$ cat config.mk
export PLATFORM = sky130hd
export DESIGN_NAME = ne_fp_ffp_e_align_seq
export DESIGN_NICKNAME = d
export VERILOG_FILES = /design/src/rtl/ne_fp_pkg.sv /design/src/rtl/ne_fp_credit_cnt.sv /design/src/rtl/ne_fp_ffp_e_align_seq.sv
export SDC_FILE = /design/constraint.sdc
export NUM_CORES = 1
export LEC_CHECK = 0
export CORE_AREA = 2 2 198 200
export CTS_CLUSTER_DIAMETER = 200
export DETAILED_ROUTE_END_ITERATION = 6
export DIE_AREA = 0 0 200 202
export GPL_TIMING_DRIVEN = 0
export PLACE_DENSITY = 0.46
export SYNTH_ARGS = -nofsm -noshare
export SYNTH_HDL_FRONTEND = slang
export SYNTH_SLANG_ARGS = --single-unit
$ cat constraint.sdc
create_clock -name clk -period 5.9 [get_ports clk]
set_input_delay 0.59 -clock clk [delete_from_list [all_inputs] [get_ports clk]]
set_output_delay 0.59 -clock clk [all_outputs]
set_load 0.005 [all_outputs]
$ cat src/rtl/ne_fp_pkg.sv
// Shared constants and types for the fp exponent-align issue path.
// Latency: n/a (declarations only).
// Backpressure: n/a.
package ne_fp_pkg;

  localparam logic [3:0] OPM_FP4  = 4'b1000;
  localparam logic [3:0] OPM_FP16 = 4'b0100;
  localparam logic [3:0] OPM_FP8  = 4'b0010;

  localparam int A_EW  = 9;
  localparam int B_EW  = 6;
  localparam int LANES = 16;

  typedef enum logic [1:0] {
    IDLE  = 2'd0,
    RUN   = 2'd1,
    DRAIN = 2'd2
  } state_t;

  // One entry of the tag pipe that shadows the align datapath.
  typedef struct packed {
    logic       vld;
    logic       last;
    logic [3:0] mode;
  } tag_t;

  // Only the three one-hot mode codes are meaningful to the datapath.
  function automatic logic opm_legal(input logic [3:0] m);
    return (m == OPM_FP4) || (m == OPM_FP16) || (m == OPM_FP8);
  endfunction

endpackage

$ cat src/rtl/ne_fp_credit_cnt.sv
// Downstream credit counter: up on return, down on issue, saturates at CREDITS.
// Latency: count updates one cycle after inc/dec.
// Backpressure: none; the owner gates dec with cnt!=0.
module ne_fp_credit_cnt #(
  parameter int CREDITS = 4,
  parameter int CW      = 3,
  parameter bit CHK     = 1'b1
) (
  input  logic          clk,
  input  logic          rst_n,
  input  logic          inc,
  input  logic          dec,
  output logic [CW-1:0] cnt
);

  logic ovf;

  // A return with every slot already free means the downstream miscounted.
  assign ovf = inc && !dec && (cnt == CW'(CREDITS));

  // Simultaneous inc and dec cancel; an overflowing return is dropped.
  always_ff @(posedge clk or negedge rst_n) begin
    if (!rst_n) begin
      cnt <= CW'(CREDITS);
    end else if (dec && !inc) begin
      cnt <= cnt - CW'(1);
    end else if (inc && !dec && !ovf) begin
      cnt <= cnt + CW'(1);
    end
  end

  if (CHK) begin : g_chk
    // Flag a credit return that would push the count past CREDITS.
    a_no_ovf : assert property (@(posedge clk) disable iff (!rst_n) !ovf);
  end

endmodule

$ cat src/rtl/ne_fp_ffp_e_align_seq.sv
// Issue sequencer for the 16-lane exponent-align datapath, tags its results.
// Latency: issue is combinational; out_* tags follow an issue by DP_LAT cycles.
// Backpressure: in_rdy low in IDLE/DRAIN, with no credits, or on a pending mode change.
module ne_fp_ffp_e_align_seq
  import ne_fp_pkg::*;
#(
  parameter int DP_LAT     = 2,
  parameter int CREDITS    = 4,
  parameter int CW         = 3,
  parameter bit CREDIT_CHK = 1'b1
) (
  input  logic                     clk,
  input  logic                     rst_n,
  input  logic                     in_vld,
  output logic                     in_rdy,
  input  logic [3:0]               in_op_mode,
  input  logic [LANES*A_EW-1:0]    in_a_e,
  input  logic [LANES*B_EW-1:0]    in_b_e,
  input  logic                     in_last,
  output logic [3:0]               dp_op_mode,
  output logic [LANES*A_EW-1:0]    dp_a_e,
  output logic [LANES*B_EW-1:0]    dp_b_e,
  output logic                     out_vld,
  output logic                     out_last,
  output logic [3:0]               out_op_mode,
  input  logic                     credit_ret,
  output logic                     busy,
  output logic                     err_illegal
);

  localparam int IW = $clog2(DP_LAT + 1);

  state_t        state;
  state_t        state_nxt;
  logic [3:0]    cur_mode;
  tag_t          tag_pipe [DP_LAT];
  logic [IW-1:0] inflight;
  logic [CW-1:0] credits;
  logic          legal;
  logic          mode_chg;
  logic          accept;
  logic          issue;

  // Count vectors still travelling through the datapath.
  always_comb begin
    inflight = '0;
    for (int i = 0; i < DP_LAT; i++) begin
      inflight = inflight + IW'(tag_pipe[i].vld);
    end
  end

  // A mode change only matters inside a group; an open group has cur_mode!=0.
  assign legal    = opm_legal(in_op_mode);
  assign mode_chg = in_vld && (in_op_mode != cur_mode) && (cur_mode != 4'b0000);
  assign accept   = in_vld && in_rdy;
  assign issue    = accept && legal;

  // State register.
  always_ff @(posedge clk or negedge rst_n) begin
    if (!rst_n) begin
      state <= IDLE;
    end else begin
      state <= state_nxt;
    end
  end

  // Next-state: IDLE spends one cycle noticing traffic, DRAIN empties the pipe.
  always_comb begin
    state_nxt = state;
    case (state)
      IDLE: begin
        if (in_vld) state_nxt = RUN;
      end
      RUN: begin
        if (issue && in_last) begin
          state_nxt = IDLE;
        end else if (mode_chg && (inflight != '0)) begin
          state_nxt = DRAIN;
        end
      end
      DRAIN: begin
        if (inflight == '0) state_nxt = RUN;
      end
      default: state_nxt = IDLE;
    endcase
  end

  // Output decode: accept only in RUN with a free slot and no mode clash in flight.
  always_comb begin
    in_rdy = 1'b0;
    if (state == RUN) begin
      in_rdy = (credits != '0) && !(mode_chg && (inflight != '0));
    end
  end

  // Datapath feed is zero whenever nothing is issued so it never sees stale lanes.
  always_comb begin
    dp_op_mode = '0;
    dp_a_e     = '0;
    dp_b_e     = '0;
    if (issue) begin
      dp_op_mode = in_op_mode;
      dp_a_e     = in_a_e;
      dp_b_e     = in_b_e;
    end
  end

  // Track the open group's mode; closing the group forgets it.
  always_ff @(posedge clk or negedge rst_n) begin
    if (!rst_n) begin
      cur_mode <= '0;
    end else if (issue) begin
      cur_mode <= in_last ? 4'b0000 : in_op_mode;
    end
  end

  // Tag pipe mirrors the datapath depth; reset discards anything in flight.
  always_ff @(posedge clk or negedge rst_n) begin
    if (!rst_n) begin
      for (int i = 0; i < DP_LAT; i++) begin
        tag_pipe[i] <= '0;
      end
    end else begin
      tag_pipe[0].vld  <= issue;
      tag_pipe[0].last <= issue && in_last;
      tag_pipe[0].mode <= issue ? in_op_mode : 4'b0000;
      for (int i = 1; i < DP_LAT; i++) begin
        tag_pipe[i] <= tag_pipe[i-1];
      end
    end
  end

  // Illegal vectors are swallowed but remembered until reset.
  always_ff @(posedge clk or negedge rst_n) begin
    if (!rst_n) begin
      err_illegal <= 1'b0;
    end else if (accept && !legal) begin
      err_illegal <= 1'b1;
    end
  end

  assign out_vld     = tag_pipe[DP_LAT-1].vld;
  assign out_last    = tag_pipe[DP_LAT-1].last;
  assign out_op_mode = tag_pipe[DP_LAT-1].mode;
  assign busy        = (state != IDLE) || (inflight != '0);

  ne_fp_credit_cnt #(
    .CREDITS (CREDITS),
    .CW      (CW),
    .CHK     (CREDIT_CHK)
  ) u_credit (
    .clk   (clk),
    .rst_n (rst_n),
    .inc   (credit_ret),
    .dec   (issue),
    .cnt   (credits)
  );

endmodule
# Word level (Yosys, flattened, before mapping)
# Cells that the tools add are included.
[op_classes]
addsub = 3
eq_ne = 10
mux = 12
n_reduce_logical = 28
[op_table]
columns = ["op", "count"]
rows = [
  ["$mux W144", 1],
  ["$mux W96", 1],
  ["$logic_and A1 B1 Y1", 12],
  ["$mux W2", 4],
  ["$mux W4", 2],
  ["$mux W3", 2],
  ["$pmux W2 S3", 1],
  ["$reduce_bool A2 Y1", 3],
  ["$logic_not A1 Y1", 5],
  ["$eq A4 B2 Y1 const B", 1],
  ["$eq A4 B3 Y1 const B", 1],
  ["$eq A4 B4 Y1 const B", 1],
  ["$logic_not A2 Y1", 2],
  ["$ne A2 B2 Y1 const B", 2],
  ["$ne A4 B4 Y1", 1],
  ["$reduce_bool A4 Y1", 1],
  ["$add A3 B1 Y3 const B", 1],
  ["$eq A3 B3 Y1 const B", 1],
  ["$logic_or A1 B1 Y1", 3],
  ["$ne A3 B3 Y1 const B", 1],
  ["$reduce_and A3 Y1", 1],
  ["$reduce_bool A3 Y1", 1],
  ["$sub A3 B1 Y3 const B", 1],
  ["$add A1 B1 Y2", 1],
  ["3 further kinds", 3],
]
[word_totals]
ff_bits = 22
in_bits = 249
output_inout_bits = 253
wordCells = 63

# Longest topological paths before layout
[depth]
ltp_word = 16
mapped_depth = 12

# Cells and area by module
# From an unflattened synthesis, not the netlist that was laid out.
[unflattened]
cells_unflattened = 362
area_unflattened_um2 = 2836.5
[by_module_without_submodules]
columns = ["module", "n_inst", "cells_each", "area_per_inst_um2", "seq_area_each_um2"]
rows = [
  ["ne_fp_ffp_e_align_seq", 1, 331, 2571.2, 475.5],
  ["ne_fp_credit_cnt", 1, 31, 265.3, 76.3],
]

# Worst setup path after synthesis
# OpenSTA, ideal clock, no wires.
[synth_path]
path_kind = "input port to flip-flop"
startpoint = "input port in_op_mode[1]"
endpoint = "register u_credit.cnt[2]"
setup_time_ps = 73
t_arrival_ps = 2546
setup_slack_ps = 3281
cell_stages = 12
path_cell_list = "xor2_1 -> nor4_1 -> o2111ai_2 -> inv_2 -> buf_6 -> nand2b_1 -> fa_1 -> inv_1 -> or3_1 -> o21ai_0 -> mux2_2 -> a21oi_1"
[synth_between]
elab_chain_cells = 15
word_cells_on_any_way = 22
cone_classes = "4 x eq/ne; 2 x mux; 16 x reduce/logical"
[synth_rtl]
columns = ["element", "line_no", "text"]
rows = [
  ["start: declaration", "ne_fp_ffp_e_align_seq.sv:16", "input logic [3:0] in_op_mode,"],
  ["$ne A4 B4 Y1", "ne_fp_ffp_e_align_seq.sv:54", "assign mode_chg = in_vld && (in_op_mode != cur_mode) && (cur_mode != 4'b0000);"],
  ["$logic_and A1 B1 Y1 (2 in series)", "ne_fp_ffp_e_align_seq.sv:54", ""],
  ["$logic_and A1 B1 Y1", "ne_fp_ffp_e_align_seq.sv:92", "in_rdy = (credits != '0) && !(mode_chg && (inflight != '0));"],
  ["$logic_not A1 Y1", "ne_fp_ffp_e_align_seq.sv:92", ""],
  ["$logic_and A1 B1 Y1", "ne_fp_ffp_e_align_seq.sv:92", ""],
  ["$mux W1", "ne_fp_ffp_e_align_seq.sv:91", "if (state == RUN) begin"],
  ["$logic_and A1 B1 Y1", "ne_fp_ffp_e_align_seq.sv:55", "assign accept = in_vld && in_rdy;"],
  ["$logic_and A1 B1 Y1 (*)", "ne_fp_ffp_e_align_seq.sv:56", "assign issue = accept && legal;"],
  ["$logic_not A1 Y1", "ne_fp_credit_cnt.sv:19, ne_fp_credit_cnt.sv:27", ""],
  ["$logic_and A1 B1 Y1", "ne_fp_credit_cnt.sv:19, ne_fp_credit_cnt.sv:27", ""],
  ["$logic_and A1 B1 Y1", "ne_fp_credit_cnt.sv:19", "assign ovf = inc && !dec && (cnt == CW'(CREDITS));"],
  ["$logic_not A1 Y1", "ne_fp_credit_cnt.sv:27", "end else if (inc && !dec && !ovf) begin"],
  ["$logic_and A1 B1 Y1", "ne_fp_credit_cnt.sv:27", ""],
  ["$reduce_bool A2 Y1 (no source line)", "-", ""],
  ["end signal: assignment", "ne_fp_credit_cnt.sv:24", "cnt <= CW'(CREDITS);"],
  ["end signal: assignment", "ne_fp_credit_cnt.sv:26", "cnt <= cnt - CW'(1);"],
  ["end signal: assignment", "ne_fp_credit_cnt.sv:28", "cnt <= cnt + CW'(1);"],
  ["end: declaration", "ne_fp_credit_cnt.sv:13", "output logic [CW-1:0] cnt"],
]
# Mark *: on every way between the ends. The rest lies on a longest branch, timed or not.
# A chain may end at the register's enable or synchronous reset.

# Worst setup path in the final report
[layout_path]
startpoint = "input port in_op_mode[1]"
endpoint = "output port dp_a_e[11]"
[layout_between]
elab_chain_cells = 10
word_cells_on_any_way = 15
cone_classes = "4 x eq/ne; 2 x mux; 9 x reduce/logical"
[layout_rtl]
columns = ["element", "line_no", "text"]
rows = [
  ["$ne A4 B4 Y1", "ne_fp_ffp_e_align_seq.sv:54", ""],
  ["$logic_and A1 B1 Y1 (2 in series)", "ne_fp_ffp_e_align_seq.sv:54", ""],
  ["$logic_and A1 B1 Y1", "ne_fp_ffp_e_align_seq.sv:92", ""],
  ["$logic_not A1 Y1", "ne_fp_ffp_e_align_seq.sv:92", ""],
  ["$logic_and A1 B1 Y1", "ne_fp_ffp_e_align_seq.sv:92", ""],
  ["$mux W1", "ne_fp_ffp_e_align_seq.sv:91", ""],
  ["$logic_and A1 B1 Y1", "ne_fp_ffp_e_align_seq.sv:55", ""],
  ["$logic_and A1 B1 Y1 (*)", "ne_fp_ffp_e_align_seq.sv:56", ""],
  ["$mux W144 (*)", "ne_fp_ffp_e_align_seq.sv:101", "if (issue) begin"],
  ["end: declaration", "ne_fp_ffp_e_align_seq.sv:21", "output logic [LANES*A_EW-1:0] dp_a_e,"],
]
# Marks and branches as above.

==> metrics.txt <==
Placed Instances=1,383; max_cap viols=0; Seq cells post-synth=22; largest family of logic cells by synthesized area=simple AND/OR/NAND/NOR gates; routed wire length=22,600 µm; clk_skew=0.00231 ns; worst hold path class=reg2reg; most used cell, CP=clkdlybuf4s50_1; Post-Place Worst Slack=1.63 ns; Final TNS setup=0 ns; Die X=200 µm; Post-CTS Setup Repair Bufs=0; share of the clock period used by the worst path=70.3%; Critical Setup Path Class=in2out; crit path DAT=3.56 ns; Final Non-Filler Cells=1,389; Pleak=3.25 nW; Resize count post-CTS=0; compound-cell area share of the yosys netlist=4.77%; DR vias=4,301; Hold Vio Cnt, Final=0; Starting DRT DRC Count=156; post-route DRC violation count=0; mux cell area share after synthesis=2.32%; Clock Path Buffers=2; outcome=finished clean; worst hold margin=0.345 ns; Netlist cell types=36; GR Overflow Total=0; Post-Synth XOR/XNOR Area=1.95%; Worst slew margin=33.7%; cell chain of the critical path=clkdlybuf4s50_1 > xor2_1 > nor4_1 > o2111ai_2 > inv_2 > clkbuf_1 > and2_1 > clkdlybuf4s50_1; DP Wirelength=20,600 µm; starting density of the core=7.06%; Worst-path clk slew=0.06 ns; first-pass GRT wire length=29,800 µm; CP max-delay cell=clkdlybuf4s50_1; fin crit period=4.15 ns; CP max FO=11; core area=38,300 µm²; Critical Path Source Type=input pin; antenna viol nets, final=0; die area=40,400 µm²; Worst-Margin Slew=0.992 ns; pwr dens=119 nW/µm²; CTS tree=yes; total power=1.00 mW; layout cells sized above 1=4.60%; post-synthesis sequential area ratio=20.4%; hold_buf cts=0; Synth Area per Inst=7.40 µm²; Final Max Tran Viols=0; I/O Buffers=499; Critical Path End Type=output port; synth-to-layout area growth=212%; synthesized-area fraction occupied by adder cells=0.741%; maximum VDD drop=0.0982 mV; total I/O pin count=502; fmax=0.241 GHz; endpoints failing setup=0; CTS H-tree lvls=1; simple-gate share of the synthesized area=61.1%; largest net degree at the start of global routing=23; initial antenna violation count=3; row count=72; worst path required time=5.31 ns; setup ws final=1.75 ns; vias in the first global route=4,343; yosys warns=0; CTS Sinks=22; Placer Congestion=0.828; Chip Height=202 µm; CTS Buf Count=3; mean number of vias per cell=3.10; unrepaired setup endpoints after global routing=false; Total GRT Usage=10.1%; number of iterations in the first detailed-routing pass=4; Root Buffer=clkbuf_16; Mapped Cells=365; Routed WL per cell=16.3 µm; max incr delay on CP=0.64 ns; Skew-Pair Late Insertion Delay=0.25 ns; synthesized cell area=2700 µm²; Layout Nets=1,120
## sequential cells by signal, indices dropped and copies added (netlist names)
register	cells
tag_pipe	6
cur_mode	4
out_op_mode	4
u_credit.cnt	3
state	2
err_illegal	1
out_last	1
out_vld	1
## per-stage QoR
| stage | utilization, % | cell area, µm² |
|---|---|---|
| after floorplan | - | 2710 |
| after global placement | 21.8 | 8350 |
| after detailed placement | 21.8 | 8350 |
| after CTS | 22.0 | 8430 |
| after global routing | 22.0 | 8430 |
| final | 22.0 | 8430 |
## routing by layer
layer | vias to the layer above | part of all wire, % | global-route usage (%) | wire length (µm)
li1 | 2117 | - | - | -
met1 | 1913 | 40 | 12.1 | 9080
met2 | 257 | 49 | 18.2 | 11000
met3 | 10 | 11 | 2.99 | 2380
met4 | 4 | 0.51 | 0.741 | 116
met5 | - | 0.13 | 0 | 30
## placed cells by master (no fill, tap or decap), drive strengths merged
cell,n
or4,1
conb,2
xnor2,1
o2111ai,1
nand2b,3
xor2,5
o22ai,1
nand2,7
or3,1
diode,2
o31a,1
dfstp,1
nor2,7
nand3b,3
a311oi,1
clkdlybuf4s50,499
mux2i,4
nor2b,1
o2bb2ai,1
a31o,1
nand3,1
dfrtp,21
fa,1
buf,11
mux2,2
clkbuf,27
o211ai,2
inv,8
and2,244
o21ai,5
o211a,1
a21oi,3
o31ai,1
nor4,1
## where the power goes
group / internal [mW] / total (mW) / switching, mW
logic: 0.411 / 0.643 / 0.233
registers: 0.183 / 0.214 / 0.0315
clock network: 0.0920 / 0.143 / 0.0512
## cell type report
class | instances | area, µm²
clock buffer | 4 | 78.8
sequential | 22 | 552
fill | 4237 | 29900
buffer | 34 | 200
inverter | 8 | 30.0
multi-input combinational | 302 | 1920
timing repair buffer | 499 | 4990
tap | 518 | 648
antenna | 2 | 5.00
## worst paths after layout
check / from / to / slack, ns / cells past startpoint
setup / recovery: in_op_mode[1] / dp_a_e[11] / 1.75 / 8
hold / removal: tag_pipe[8]$_DFF_PN0_ / out_op_mode[2]$_DFF_PN0_ / 0.35 / 0
setup reg to reg: cur_mode[0]$_DFFE_PN0N_ / u_credit.cnt[2]$_DFFE_PN1P_ / 3.09 / 12
hold reg to reg: tag_pipe[8]$_DFF_PN0_ / out_op_mode[2]$_DFF_PN0_ / 0.35 / 0
max in group asynchronous: rst_n / u_credit.cnt[0]$_DFFE_PN0P_ / 4.41 / 1
min in group asynchronous: rst_n / out_op_mode[2]$_DFF_PN0_ / 0.89 / 1
## cells in the mapped netlist (all sizes together)
library cell  number  area share [%]
a21oi              3            0.56
a311oi             1            0.32
a31o               1            0.32
and2             244              57
buf               11             3.3
clkbuf            23             4.1
conb               1            0.14
dfrtp             21              19
dfstp              1            0.97
fa                 1            0.74
inv                8             1.1
mux2               2            0.83
mux2i              4             1.5
nand2              7            0.97
nand2b             3            0.69
nand3              1            0.19
nand3b             3            0.83
nor2               7            0.97
nor2b              1            0.23
nor4               1            0.23
o2111ai            1            0.56
o211a              1            0.37
o211ai             2            0.56
o21ai              5            0.93
o22ai              1            0.23
o2bb2ai            1            0.32
o31a               1            0.32
o31ai              1            0.28
or3                1            0.23
or4                1            0.28
xnor2              1            0.32
xor2               5             1.6
## logic make-up after synthesis
logic type,count (synthesis)
xor gates and xnor gates,6
buffers and inverters,42
muxes,6
DFF,22
other,1
and+or+nand+nor,269
adders and majority gates,1
AOI/OAI and AO/OA,18
## critical path: cells and delay by family
kind / cells / cell delay [ns]
AOI/OAI and AO/OA: 1 / 0.20
xor gates and xnor gates: 1 / 0.19
buffers and inverters: 4 / 1.88
and+or+nand+nor: 2 / 0.68
Note: power is estimated with default switching activity, not from simulation.
